### src/rtl/nonce_sweep_controller.sv
// Sweeps one mining job's nonce range into the SHA pipeline, tracks hashes in flight,
// latches the first winning nonce, drains and reports. Optional hit counter: NONCE_SWEEP_HIT_COUNT_EN.
module nonce_sweep_controller #(
    parameter int NONCE_W         = 32,
    parameter int MAX_OUTSTANDING = 64
) (
    input  logic               clk,
    input  logic               reset_n,
    input  logic               job_start,
    input  logic [9:0]         job_difficulty,
    input  logic [NONCE_W-1:0] job_nonce_first,
    input  logic [NONCE_W-1:0] job_nonce_last,
    input  logic               abort,
    output logic [9:0]         difficulty,
    output logic               issue_valid,
    input  logic               issue_ready,
    output logic [NONCE_W-1:0] issue_nonce,
    input  logic               result_valid,
    input  logic [NONCE_W-1:0] result_nonce,
    input  logic               result_hit,
    output logic               busy,
    output logic               done,
    output logic               found,
    output logic [NONCE_W-1:0] found_nonce,
    output logic               exhausted,
    output logic               aborted,
    output logic               err_spurious
`ifdef NONCE_SWEEP_HIT_COUNT_EN
    ,
    output logic [15:0]        hit_count
`endif
);

    localparam int CNT_W = $clog2(MAX_OUTSTANDING) + 1;
    localparam logic [CNT_W-1:0] MAX_CNT = CNT_W'(MAX_OUTSTANDING);

    typedef enum logic [1:0] {S_IDLE, S_RUN, S_DRAIN, S_DONE} state_t;

    state_t             r_state;
    state_t             w_state_nxt;
    logic [9:0]         r_difficulty;
    logic [NONCE_W-1:0] r_cur;
    logic [NONCE_W-1:0] r_last;
    logic [CNT_W-1:0]   r_outstanding;
    logic [CNT_W-1:0]   w_out_nxt;
    logic               r_found;
    logic [NONCE_W-1:0] r_found_nonce;
    logic               r_exhausted;
    logic               r_aborted;
    logic               r_err_spurious;

    logic w_issue_valid;
    logic w_hs;
    logic w_res;
    logic w_hit_first;
    logic w_spur;
    logic w_accept;
    logic w_set_abort;
    logic w_set_exh;

    assign w_issue_valid = (r_state == S_RUN) && (r_outstanding < MAX_CNT);
    assign w_hs          = w_issue_valid & issue_ready;
    // Results are ignored in IDLE so stragglers from a reset-killed job stay harmless.
    assign w_res         = result_valid && (r_state != S_IDLE);
    assign w_hit_first   = w_res && result_hit && !r_found;
    assign w_spur        = w_res && (r_outstanding == '0) && !w_hs;

    always_comb begin
        w_out_nxt = r_outstanding;
        if (w_hs && !w_res) begin
            w_out_nxt = r_outstanding + CNT_W'(1);
        end else if (w_res && !w_hs && (r_outstanding != '0)) begin
            w_out_nxt = r_outstanding - CNT_W'(1);
        end
    end

    always_comb begin
        w_state_nxt = r_state;
        w_accept    = 1'b0;
        w_set_abort = 1'b0;
        w_set_exh   = 1'b0;
        case (r_state)
            S_IDLE: begin
                if (job_start) begin
                    w_accept = 1'b1;
                    if (job_nonce_last < job_nonce_first) begin
                        w_state_nxt = S_DONE;
                        w_set_exh   = 1'b1;
                    end else begin
                        w_state_nxt = S_RUN;
                    end
                end
            end
            S_RUN: begin
                if (w_hit_first) begin
                    w_state_nxt = S_DRAIN;
                end else if (abort) begin
                    w_state_nxt = S_DRAIN;
                    w_set_abort = 1'b1;
                end else if (w_hs && (r_cur == r_last)) begin
                    w_state_nxt = S_DRAIN;
                end
            end
            S_DRAIN: begin
                if (abort && !r_found && !w_hit_first) begin
                    w_set_abort = 1'b1;
                end
                if (w_out_nxt == '0) begin
                    w_state_nxt = S_DONE;
                    w_set_exh   = !r_found && !w_hit_first && !r_aborted && !w_set_abort;
                end
            end
            S_DONE: begin
                w_state_nxt = S_IDLE;
            end
            default: begin
                w_state_nxt = S_IDLE;
            end
        endcase
    end

    always_ff @(posedge clk) begin
        if (!reset_n) begin
            r_state <= S_IDLE;
        end else begin
            r_state <= w_state_nxt;
        end
    end

    always_ff @(posedge clk) begin
        if (!reset_n) begin
            r_difficulty   <= '0;
            r_cur          <= '0;
            r_last         <= '0;
            r_outstanding  <= '0;
            r_found        <= 1'b0;
            r_found_nonce  <= '0;
            r_exhausted    <= 1'b0;
            r_aborted      <= 1'b0;
            r_err_spurious <= 1'b0;
        end else if (w_accept) begin
            r_difficulty   <= job_difficulty;
            r_cur          <= job_nonce_first;
            r_last         <= job_nonce_last;
            r_outstanding  <= '0;
            r_found        <= 1'b0;
            r_found_nonce  <= '0;
            r_exhausted    <= w_set_exh;
            r_aborted      <= 1'b0;
            r_err_spurious <= 1'b0;
        end else begin
            r_outstanding <= w_out_nxt;
            // Holding at last keeps an all-ones range end from wrapping to nonce 0.
            if (w_hs && (r_cur != r_last)) begin
                r_cur <= r_cur + NONCE_W'(1);
            end
            if (w_hit_first) begin
                r_found       <= 1'b1;
                r_found_nonce <= result_nonce;
            end
            if (w_set_abort) begin
                r_aborted <= 1'b1;
            end
            if (w_set_exh) begin
                r_exhausted <= 1'b1;
            end
            if (w_spur) begin
                r_err_spurious <= 1'b1;
            end
        end
    end

`ifdef NONCE_SWEEP_HIT_COUNT_EN
    logic [15:0] r_hit_count;

    function automatic logic [15:0] sat_inc16(input logic [15:0] v);
        return (v == 16'hFFFF) ? v : v + 16'd1;
    endfunction

    always_ff @(posedge clk) begin
        if (!reset_n) begin
            r_hit_count <= '0;
        end else if (w_accept) begin
            r_hit_count <= '0;
        end else if (w_res && result_hit) begin
            r_hit_count <= sat_inc16(r_hit_count);
        end
    end

    assign hit_count = r_hit_count;
`endif

    assign difficulty   = r_difficulty;
    assign issue_valid  = w_issue_valid;
    assign issue_nonce  = r_cur;
    assign busy         = (r_state != S_IDLE);
    assign done         = (r_state == S_DONE);
    assign found        = r_found;
    assign found_nonce  = r_found_nonce;
    assign exhausted    = r_exhausted;
    assign aborted      = r_aborted;
    assign err_spurious = r_err_spurious;

endmodule

### config.mk
export PLATFORM = sky130hd
export DESIGN_NAME = nonce_sweep_controller
export DESIGN_NICKNAME = d
export VERILOG_FILES = /design/src/rtl/nonce_sweep_controller.sv
export SDC_FILE = /design/constraint.sdc
export NUM_CORES = 1
export LEC_CHECK = 0
export CORE_MARGIN = 2
export CORE_UTILIZATION = 52
export CTS_BUF_LIST = sky130_fd_sc_hd__clkbuf_4 sky130_fd_sc_hd__clkbuf_8
export CTS_CLUSTER_DIAMETER = 150
export DETAILED_ROUTE_END_ITERATION = 16
export PLACE_DENSITY_LB_ADDON = 0.1
export SETUP_SLACK_MARGIN = 0.5
export SYNTH_ARGS = -nofsm -noshare
export SYNTH_HDL_FRONTEND = slang
export SYNTH_SLANG_ARGS = --single-unit
### constraint.sdc
create_clock -name clk -period 3.8 [get_ports clk]
set_input_delay 0.57 -clock clk [delete_from_list [all_inputs] [get_ports clk]]
set_output_delay 0.57 -clock clk [all_outputs]
set_load 0.03 [all_outputs]
==> results of run 1 <==
-- synthesized netlist by cell type (2+ instances only) --
cell type,count
nand2_1,173
dfxtp_1,119
a21oi_1,110
inv_1,41
ha_1,39
xnor2_1,36
clkbuf_1,32
xor2_1,29
nor2_1,26
nand4_1,23
o21ai_0,23
nand3_1,16
a211oi_1,12
a21o_1,8
nor3_1,8
and3_1,6
a211oi_2,5
nand2b_1,4
a31oi_1,3
and2_1,3
and4_1,3
buf_1,3
buf_4,3
nor2b_1,3
nor4_1,3
a311oi_1,2
mux2i_1,2
nor4_2,2
nor4b_1,2
o21a_1,2
or3_1,2
-- area by class of cell --
cell class | count | share of cell area [%]
clock inverter | 12 | 1.77
tap | 147 | 2.12
timing repair buffer | 201 | 22.9
clock buffer | 18 | 2.85
sequential | 119 | 27.4
inverter | 41 | 1.77
multi-input combinational | 574 | 41.1
-- metal layers --
| layer | up-vias | global-route usage (%) | share of wire (%) |
|---|---|---|---|
| met4 | 0 | 12.7 | 2.9 |
| met1 | 2813 | 33.0 | 41 |
| li1 | 3014 | - | - |
| met2 | 268 | 49.1 | 49 |
| met5 | - | 0 | 0 |
| met3 | 38 | 5.58 | 7.2 |
-- metrics by stage --
step | hold slack, ps | util [%] | setup WS (ps) | area (sq um)
floorplan | 449 | - | 1570 | 6260
global placement | 442 | 69.8 | 1000 | 8280
detailed placement | 446 | 69.8 | 930 | 8280
CTS | 456 | 73.2 | 1050 | 8680
global route | 475 | 73.2 | 867 | 8680
finish | 456 | 73.2 | 1050 | 8680
-- flip-flops by register name (all words and copies together) (netlist names) --
name and cells:
r_outstanding 7, difficulty 10, exhausted 1, found 1
issue_nonce 32, r_state 2, r_last 32, err_spurious 1
aborted 1, found_nonce 32
-- worst paths after layout --
check / from / to / cells after the start
min reg2reg: found_nonce[29] / found_nonce[29] / 2
max reg2reg: issue_nonce[8] / issue_nonce[16] / 8
max: issue_nonce[8] / issue_nonce[16] / 8
min: found_nonce[29] / found_nonce[29] / 2
-- critical path, delay by kind of cell, from the launching register on --
kind	cells	cell delay, ps
xor+xnor	2	550
simple gates	3	970
compound gates	2	390
buf+inv	1	260
flops	1	380
-- kinds of logic (layout without fill, tap and decap cells) --
family | Yosys count | in the layout
xor gates and xnor gates | 65 | 65
muxes | 2 | 2
and+or+nand+nor | 288 | 288
AOI/OAI and AO/OA | 180 | 180
adders and majority gates | 39 | 39
DFF | 119 | 119
buffers and inverters | 81 | 272
-- report_power, final --
part / switching [mW] / internal (mW) / total, mW
Combinational: 1.13 / 0.840 / 1.97
Sequential: 0.268 / 1.47 / 1.74
Clock: 0.519 / 0.657 / 1.18
-- cell usage in the layout, fill, tap and decap left out, types with 12 or more instances in the layout --
cell and count:
clkdlybuf4s50_1 193, inv_1 40, o21ai_0 23, clkbuf_8 18, nor2_1 25, xnor2_1 36, xor2_1 29, a211oi_1 12
ha_1 39, dfxtp_1 119, a21oi_1 110, nand2_1 172, nand3_1 16, nand4_1 23
==> results_dict.tcl, run 1 <==
set metrics [dict create \
    status "finished, final reports clean" \
    rsz0062_at_grt "no" \
    finalWirelength_microns 18100 \
    synth.area.mux_share_pct 0.320 \
    overflow 0 \
    syn_nets 926 \
    clkSlewWorstSetupHoldPaths_ps 80 \
    arrival_ps 3010 \
    cts_max_path_buffers 2 \
    ys_async_sr_fraction_pct 0 \
    fin_crit_sh_pct 72.3 \
    dp_hpwl_microns 13500 \
    drive_above_1_share_pct 6.32 \
    setup_viol 0 \
    root_buffer "clkbuf_8" \
    tritoncts "yes" \
    multi_input_area_sq_um 3570 \
    vias 6133 \
    skew_ps 11.9 \
    r2r_slack_ps 1050 \
    fin_nets 1106 \
    rows 40 \
    place.gp.congestion 0.884 \
    cts-htree-levels 4 \
    cp_slowest_cell "nor4_2" \
    area_growth_pct 38.6 \
    grt_pass1_vias 6002 \
    synth-compound-area-share_pct 17.5 \
    insertedDiodeCount 0 \
    initialDrtViolationCount 415 \
    period_needed_ps 2750 \
    critical_path.cell_chain "xnor2_1 > nand4_1 > nor4_2 > a211oi_2 > buf_4 > nand4_1 > xor2_1 > a211oi_1" \
    synth-edff-count 0 \
    ys.flop_type "dfxtp_1" \
    yosys.area_share.simple_pct 22.1 \
    syn_area_sq_um 6260 \
    cts_buffers 17 \
    endpoint_kind "register" \
    critPathMostFrequentCell "nand4_1" \
    hold_buffers 0 \
    die_h_microns 114 \
    antenna_left 0 \
    power_mw 4.89 \
    wire_per_inst_microns 16.3 \
    synth-seq-area-share_pct 38.0 \
    startpoint_type "register" \
    p_leak_nw 3.27 \
    slew_headroom_pct 27.6 \
    hold_path_class "reg2reg" \
    fmax_mhz 364 \
    grt_pass1_wl_microns 28900 \
    maxCapViolations 0 \
    seq_area_sq_um 2380 \
    crit_fanout 11 \
    vdd_ir_drop_max_mv 0.408 \
    synthCells 774 \
    drt_first_pass_iters 5 \
    start_util_pct 52.8 \
    hold_viol 0 \
    cts_resized 0 \
    worstMarginPinSlew_ps 1080 \
    synthAdderAreaFrac_pct 7.79 \
    tns_ps 0 \
    synth_xor_area_share_pct 9.09 \
    slew_violations 0 \
    critPathMaxStageDelay_ps 680 \
    core_area_sq_um 11900 \
    synth_area_leaders "dfxtp_1 (38%), nand2_1 (10%), a21oi_1 (8.8%), ha_1 (7.8%), xnor2_1 (5.0%)" \
    post-cts-setup-buffers 0 \
    cp.required_ps 4060 \
    yosys.area.top_type_share_pct 38.0 \
    avgViaCountPerCell 5.52 \
    grt_max_degree 60 \
    path_class "reg2reg" \
    synth.distinct_cells 62 \
    nFillCells 948 \
    synth-seq-cells 119 \
    dpl.cell_count 1082 \
    antenna_found_initial 0 \
    dieArea_sq_um 12900 \
    synth_top_family_by_area "simple AND/OR/NAND/NOR gates" \
    synth_top_area_cell "dfxtp_1" \
    power_density_nw_per_um2 563 \
    insertion_delay_ps 430 \
    clock-sinks 119 \
    die_w_microns 114 \
    numPortBuffers 193 \
    ios 194 \
    gr-usage-all-layers_pct 28.0 \
    final_cells 1112 \
    yosysWarnings 0 \
    syn_avg_cell_area_sq_um 8.09 \
    drc 0 \
]
Power figures use the tool's default switching activity.
==> run 2, diff against run 1 <==
--- a/config.mk
+++ b/config.mk
@@ -6,7 +6,7 @@
 export NUM_CORES = 1
 export LEC_CHECK = 0
 export CORE_MARGIN = 2
-export CORE_UTILIZATION = 52
+export CORE_UTILIZATION = 44
 export CTS_BUF_LIST = sky130_fd_sc_hd__clkbuf_4 sky130_fd_sc_hd__clkbuf_8
 export CTS_CLUSTER_DIAMETER = 150
 export DETAILED_ROUTE_END_ITERATION = 16
==> constraint.sdc (replaced) <==
create_clock -name clk -period 2.5 [get_ports clk]
set_input_delay 0.375 -clock clk [delete_from_list [all_inputs] [get_ports clk]]
set_output_delay 0.375 -clock clk [all_outputs]
set_load 0.03 [all_outputs]
==> run 2 against run 1 <==
Cell count up 7.3%. Worst hold slack got worse by 86 ps. Count of clock-buffer cells in the layout up 6. Worst setup slack worse by 800 ps. Non-clock buffer count is 46 higher. Flip-flop and latch count did not move. Critical path type unchanged. Critical endpoint is now r_state[0]. Highest routed layer unchanged.
==> results_dict.tcl, run 2 (synthesis results as in run 1) <==
set metrics [dict create \
    critPathMaxStageDelay_ps 360 \
    vdd_ir_drop_max_mv 0.416 \
    vias 6348 \
    cts_max_path_buffers 2 \
    drc 0 \
    seq_area_sq_um 2470 \
    core_area_sq_um 13900 \
    slew_violations 0 \
    ios 194 \
    path_class "reg2reg" \
    gr-usage-all-layers_pct 25.4 \
    power_density_nw_per_um2 849 \
    area_growth_pct 53.0 \
    overflow 0 \
    placed_cell_area_sq_um 8630 \
    arrival_ps 2590 \
    most-common-layout-cells "clkdlybuf4s50_1 (185), nand2_1 (171), a21oi_1 (109), dfxtp_1 (79), buf_4 (43)" \
    die_h_microns 123 \
    clock-sinks 119 \
    tns_ps 0 \
    rsz0062_at_grt "yes" \
    p_seq_share_pct 34.1 \
    cp.required_ps 2850 \
    insertedDiodeCount 0 \
    pre_cts_slack_ps -315 \
    worstMarginPinSlew_ps 433 \
    utilization_pct 69.0 \
    comb_power_share_pct 42.6 \
    grt_pass1_vias 6188 \
    grt_max_degree 45 \
    startpoint_type "register" \
    nFillCells 1154 \
    place.gp.congestion 0.841 \
    die_w_microns 123 \
    swShare_pct 37.8 \
    cts-htree-levels 4 \
    wire_per_inst_microns 16.5 \
    drive_above_1_share_pct 18.9 \
    numPortBuffers 193 \
    root_buffer "clkbuf_8" \
    initialDrtViolationCount 367 \
    rows 43 \
    period_needed_ps 2250 \
    status "finished, final reports clean" \
    endpoint_kind "register" \
    cts_buffers 17 \
    dp_hpwl_microns 13900 \
    path_delay_family "compound AO/OA/AOI/OAI gates" \
    skew_ps 7.76 \
    antenna_found_initial 0 \
    setup_viol 0 \
    drt_first_pass_iters 5 \
    p_switching_mw 3.07 \
    final_area_sq_um 9580 \
    fin_crit_sh_pct 89.9 \
    maxCapViolations 0 \
    p_leak_nw 3.67 \
    hold_path_class "in2reg" \
    worst_slack_ps 251 \
    critical_path.cell_chain "buf_12 > ha_4 > and3b_4 > a311oi_4 > and4b_1 > a311oi_1 > and4bb_1 > o211ai_2 > a221oi_2" \
    start_util_pct 45.1 \
    clkSlewWorstSetupHoldPaths_ps 70 \
    multi_input_area_sq_um 3880 \
    crit_fanout 5 \
    dieArea_sq_um 15200 \
    insertion_delay_ps 440 \
    internal_power_mw 5.06 \
    slew_headroom_pct 71.1 \
    antenna_left 0 \
    tritoncts "yes" \
    cp_slowest_cell "dfxtp_4" \
    fmax_mhz 445 \
    path_buf_inv 1 \
    final_common_cell "clkdlybuf4s50_1" \
    holdWs_ps 370 \
    hold_viol 0 \
    grt_pass1_wl_microns 30000 \
    avgViaCountPerCell 5.32 \
    pwr-share-clk_pct 23.3 \
    hold_buffers 0 \
    finalWirelength_microns 19700 \
    fin_nets 1152 \
]
## run 2: path summary, 6_finish.rpt
kind | cells after the start | to | slack (ps) | startpoint
worst min register to register | 2 | found_nonce[24] | 450 | found_nonce[24]
worst min-delay path | 3 | r_last[1] | 370 | job_nonce_last[1]
worst max-delay path | 9 | r_state[0] | 250 | r_state[0]
worst max register to register | 9 | r_state[0] | 250 | r_state[0]
## run 2: worst min-delay path, stage by stage
cell and delay, ps:
dlygate4sd2_1 250, nand2_1 90, a21oi_1 60
## run 2: power groups by stage
| stage | Sequential, mW | Combinational, mW | Clock, mW |
|---|---|---|---|
| after CTS | 2.73 | 3.34 | 1.93 |
| after global placement | 2.72 | 3.13 | 0 |
| after global routing | 2.83 | 3.73 | 2.00 |
| after detailed placement | 2.74 | 3.16 | 0 |
| final | 2.77 | 3.46 | 1.89 |
| after floorplan | 3.07 | 1.56 | 0 |
## run 2: stage by stage
stage	std cells	power, mW
6_report	1193	8.13
5_1_grt	1193	8.56
4_1_cts	1181	7.99
3_5_place_dp	1140	5.90
3_3_place_gp	1140	5.85
2_1_floorplan	774	4.63
## run 2: layout make-up
type / count / area share [%]
repair buffers: 247 / 25.1
clock buffers: 24 / 3.32
multi-input cells: 574 / 40.5
flip-flops and latches: 119 / 25.8
inverters: 41 / 1.68
well taps: 180 / 2.35
clock inverters: 8 / 1.23
## run 2: timing repair
| item | CTS | global route |
|---|---|---|
| endpoints found under the setup margin | 70 | 32 |
| gates resized for setup | 38 | 56 |
| buffers inserted | 9 | 10 |
| pin swaps | 28 | 48 |
| cloned | 0 | 2 |
## run 2: per-layer routing
layer / GRT usage [%] / up-vias / wire [microns]
met5: 0 / - / 0
met4: 10.2 / 0 / 613
met3: 5.54 / 52 / 1130
met2: 45.2 / 244 / 9940
met1: 29.6 / 2949 / 8040
li1: - / 3103 / -
==> run 3, diff against run 2 <==
--- a/config.mk
+++ b/config.mk
@@ -5,8 +5,10 @@
 export SDC_FILE = /design/constraint.sdc
 export NUM_CORES = 1
 export LEC_CHECK = 0
+export CELL_PAD_IN_SITES_DETAIL_PLACEMENT = 0
+export CELL_PAD_IN_SITES_GLOBAL_PLACEMENT = 1
 export CORE_MARGIN = 2
-export CORE_UTILIZATION = 44
+export CORE_UTILIZATION = 32
 export CTS_BUF_LIST = sky130_fd_sc_hd__clkbuf_4 sky130_fd_sc_hd__clkbuf_8
 export CTS_CLUSTER_DIAMETER = 150
 export DETAILED_ROUTE_END_ITERATION = 16
@@ -15,3 +17,4 @@
 export SYNTH_ARGS = -nofsm -noshare
 export SYNTH_HDL_FRONTEND = slang
 export SYNTH_SLANG_ARGS = --single-unit
+export TNS_END_PERCENT = 50
==> run 3 against run 2 <==
Worst hold slack improved by 21 ps. Sequential power fell by 6%. Global-route usage fell by 5.7 points. Design area rose by 3.5%. Via count fell by 0.83%. Total power rose by 2.2%. Sequential share of layout area fell by 1.1 points. Flip-flop and latch count did not move. Register-to-register slack improved by 30 ps. Routed wire length rose by 4.5%. Critical path depth did not move. Largest cell class unchanged.
==> results_dict.tcl, run 3 (synthesis results as in run 1) <==
set metrics [dict create \
    status "finished, final reports clean" \
    arrival_ps 2590 \
    reg2reg_depth 9 \
    cts_max_path_buffers 2 \
    worstMarginPinSlew_ps 491 \
    slew_violations 0 \
    antenna_found_initial 2 \
    grt_pass1_wl_microns 31700 \
    place.gp.congestion 0.841 \
    r2r-start "r_state[0]" \
    endpoint_kind "register" \
    drive_above_1_share_pct 21.2 \
    avgViaCountPerCell 4.85 \
    hp-start "job_nonce_last[2]" \
    most-common-layout-cells "clkdlybuf4s50_1 (182), nand2_1 (170), a21oi_1 (108), dfxtp_1 (83), buf_4 (63)" \
    rsz0062_at_grt "yes" \
    r2r_slack_ps 280 \
    area_growth_pct 58.4 \
    grt_pass1_vias 6178 \
    cp.required_ps 2870 \
    hold_path_class "in2reg" \
    drt_first_pass_iters 5 \
    initialDrtViolationCount 335 \
    hold_viol 0 \
    clkSlewWorstSetupHoldPaths_ps 80 \
    wire_per_inst_microns 15.9 \
    fmax_mhz 450 \
    slew_headroom_pct 67.3 \
    seq_area_sq_um 2450 \
    antenna_left 0 \
    critical_path.cell_chain "inv_4 > ha_4 > nand2b_4 > a311oi_4 > nor3_1 > a311oi_2 > and4bb_1 > o211ai_2 > mux2i_1" \
    start_util_pct 32.4 \
    rows 51 \
    setup_viol 0 \
    dieArea_sq_um 20700 \
    die_h_microns 144 \
    crit_fanout 5 \
    root_buffer "clkbuf_8" \
    die_w_microns 144 \
    dp_hpwl_microns 15200 \
    vdd_ir_drop_max_mv 0.353 \
    final_common_cell "clkdlybuf4s50_1" \
    critPathMaxStageDelay_ps 380 \
    drc 0 \
    vias 6295 \
    path_class "reg2reg" \
    numPortBuffers 193 \
    holdWs_ps 391 \
    grt_max_degree 58 \
    ios 194 \
    r2r_end "r_state[1]" \
    gr-usage-all-layers_pct 19.7 \
    startpoint_type "register" \
    nFillCells 1819 \
    clock-sinks 119 \
    power_density_nw_per_um2 838 \
    cp_slowest_cell "dfxtp_4" \
    insertion_delay_ps 440 \
    fin_nets 1170 \
    skew_ps 10.6 \
    maxCapViolations 0 \
    period_needed_ps 2220 \
    cts-htree-levels 4 \
    power_mw 8.31 \
    worstHoldPathCells 3 \
    core_area_sq_um 19300 \
    hold-path-endpoint "r_last[2]" \
    cts_buffers 17 \
    hold_buffers 0 \
    overflow 0 \
    p_leak_nw 3.80 \
    finalWirelength_microns 20600 \
    multi_input_area_sq_um 3970 \
    fin_crit_sh_pct 88.9 \
    tritoncts "yes" \
]
[run 3: changes by cell type in the layout (fill, tap and decap cells not counted), sizes merged, moves of 2 or more]
cell           previous run  this run
buf                      54        73
clkbuf                   26        18
clkdlybuf4s50           185       182
dlymetal6s2s              0         3
inv                      40        43
clkinvlp                  1         3
[run 3: timing repair]
item                                   4_1_cts  5_1_grt
setup endpoints to repair                   53       57
pin swaps                                   59       39
gates resized for setup                     65       29
gates cloned                                 1        0
setup buffers                               13        5
endpoints found under the hold margin        0        0
[run 3: stage by stage]
| step | TNS (ps) | std cells | worst slack, ps | utilization [%] | cell area (sq um) |
|---|---|---|---|---|---|
| floorplan | 0 | 774 | 400 | - | 6350 |
| global placement | -740 | 1245 | -302 | 46.1 | 8920 |
| detailed placement | -996 | 1245 | -382 | 46.1 | 8920 |
| CTS | 0 | 1291 | 276 | 50.4 | 9740 |
| global route | 0 | 1296 | 149 | 51.3 | 9920 |
| finish | 0 | 1297 | 278 | 51.3 | 9920 |
[run 3: report_power, final]
group | switching [mW] | internal, mW
sequential | 0.316 | 2.29
clock | 0.851 | 1.11
combinational | 2.06 | 1.69
[run 3: how the worst max path moves through the flow]
stage	start	cells after the start	to	slack, ps
6_report	r_state[0]	9	r_state[1]	280
5_1_grt	r_state[0]	9	r_state[1]	150
4_1_cts	r_state[0]	9	r_state[1]	280
3_5_place_dp	job_nonce_first[1]	9	r_state[1]	-380
3_3_place_gp	job_nonce_first[1]	9	r_state[1]	-300
2_1_floorplan	r_state[0]	9	r_state[0]	400
[run 3: final cells by class]
type	count	area share (%)
clock inverters	14	2.02
clock buffers	18	2.43
inverters	41	1.65
flip-flops and latches	119	24.7
repair buffers	265	25.8
multi-input cells	574	40.1
diodes	1	0.0252
well taps	265	3.34
[run 3: metal layers]
metal	vias to the layer above	share of wire (%)	track usage, %
met4	2	2.2	7.12
met1	2932	43	23.9
met2	196	48	33.5
met3	31	6.7	5.33
li1	3134	-	-
met5	-	0.073	0
[run 3: critical path, delay by kind of cell (launching register included)]
family / cells / cell delay [ps]
compound gates: 3 / 840
flops: 1 / 380
simple gates: 3 / 510
fa+ha+maj: 1 / 160
buf+inv: 1 / 40
mux: 1 / 210
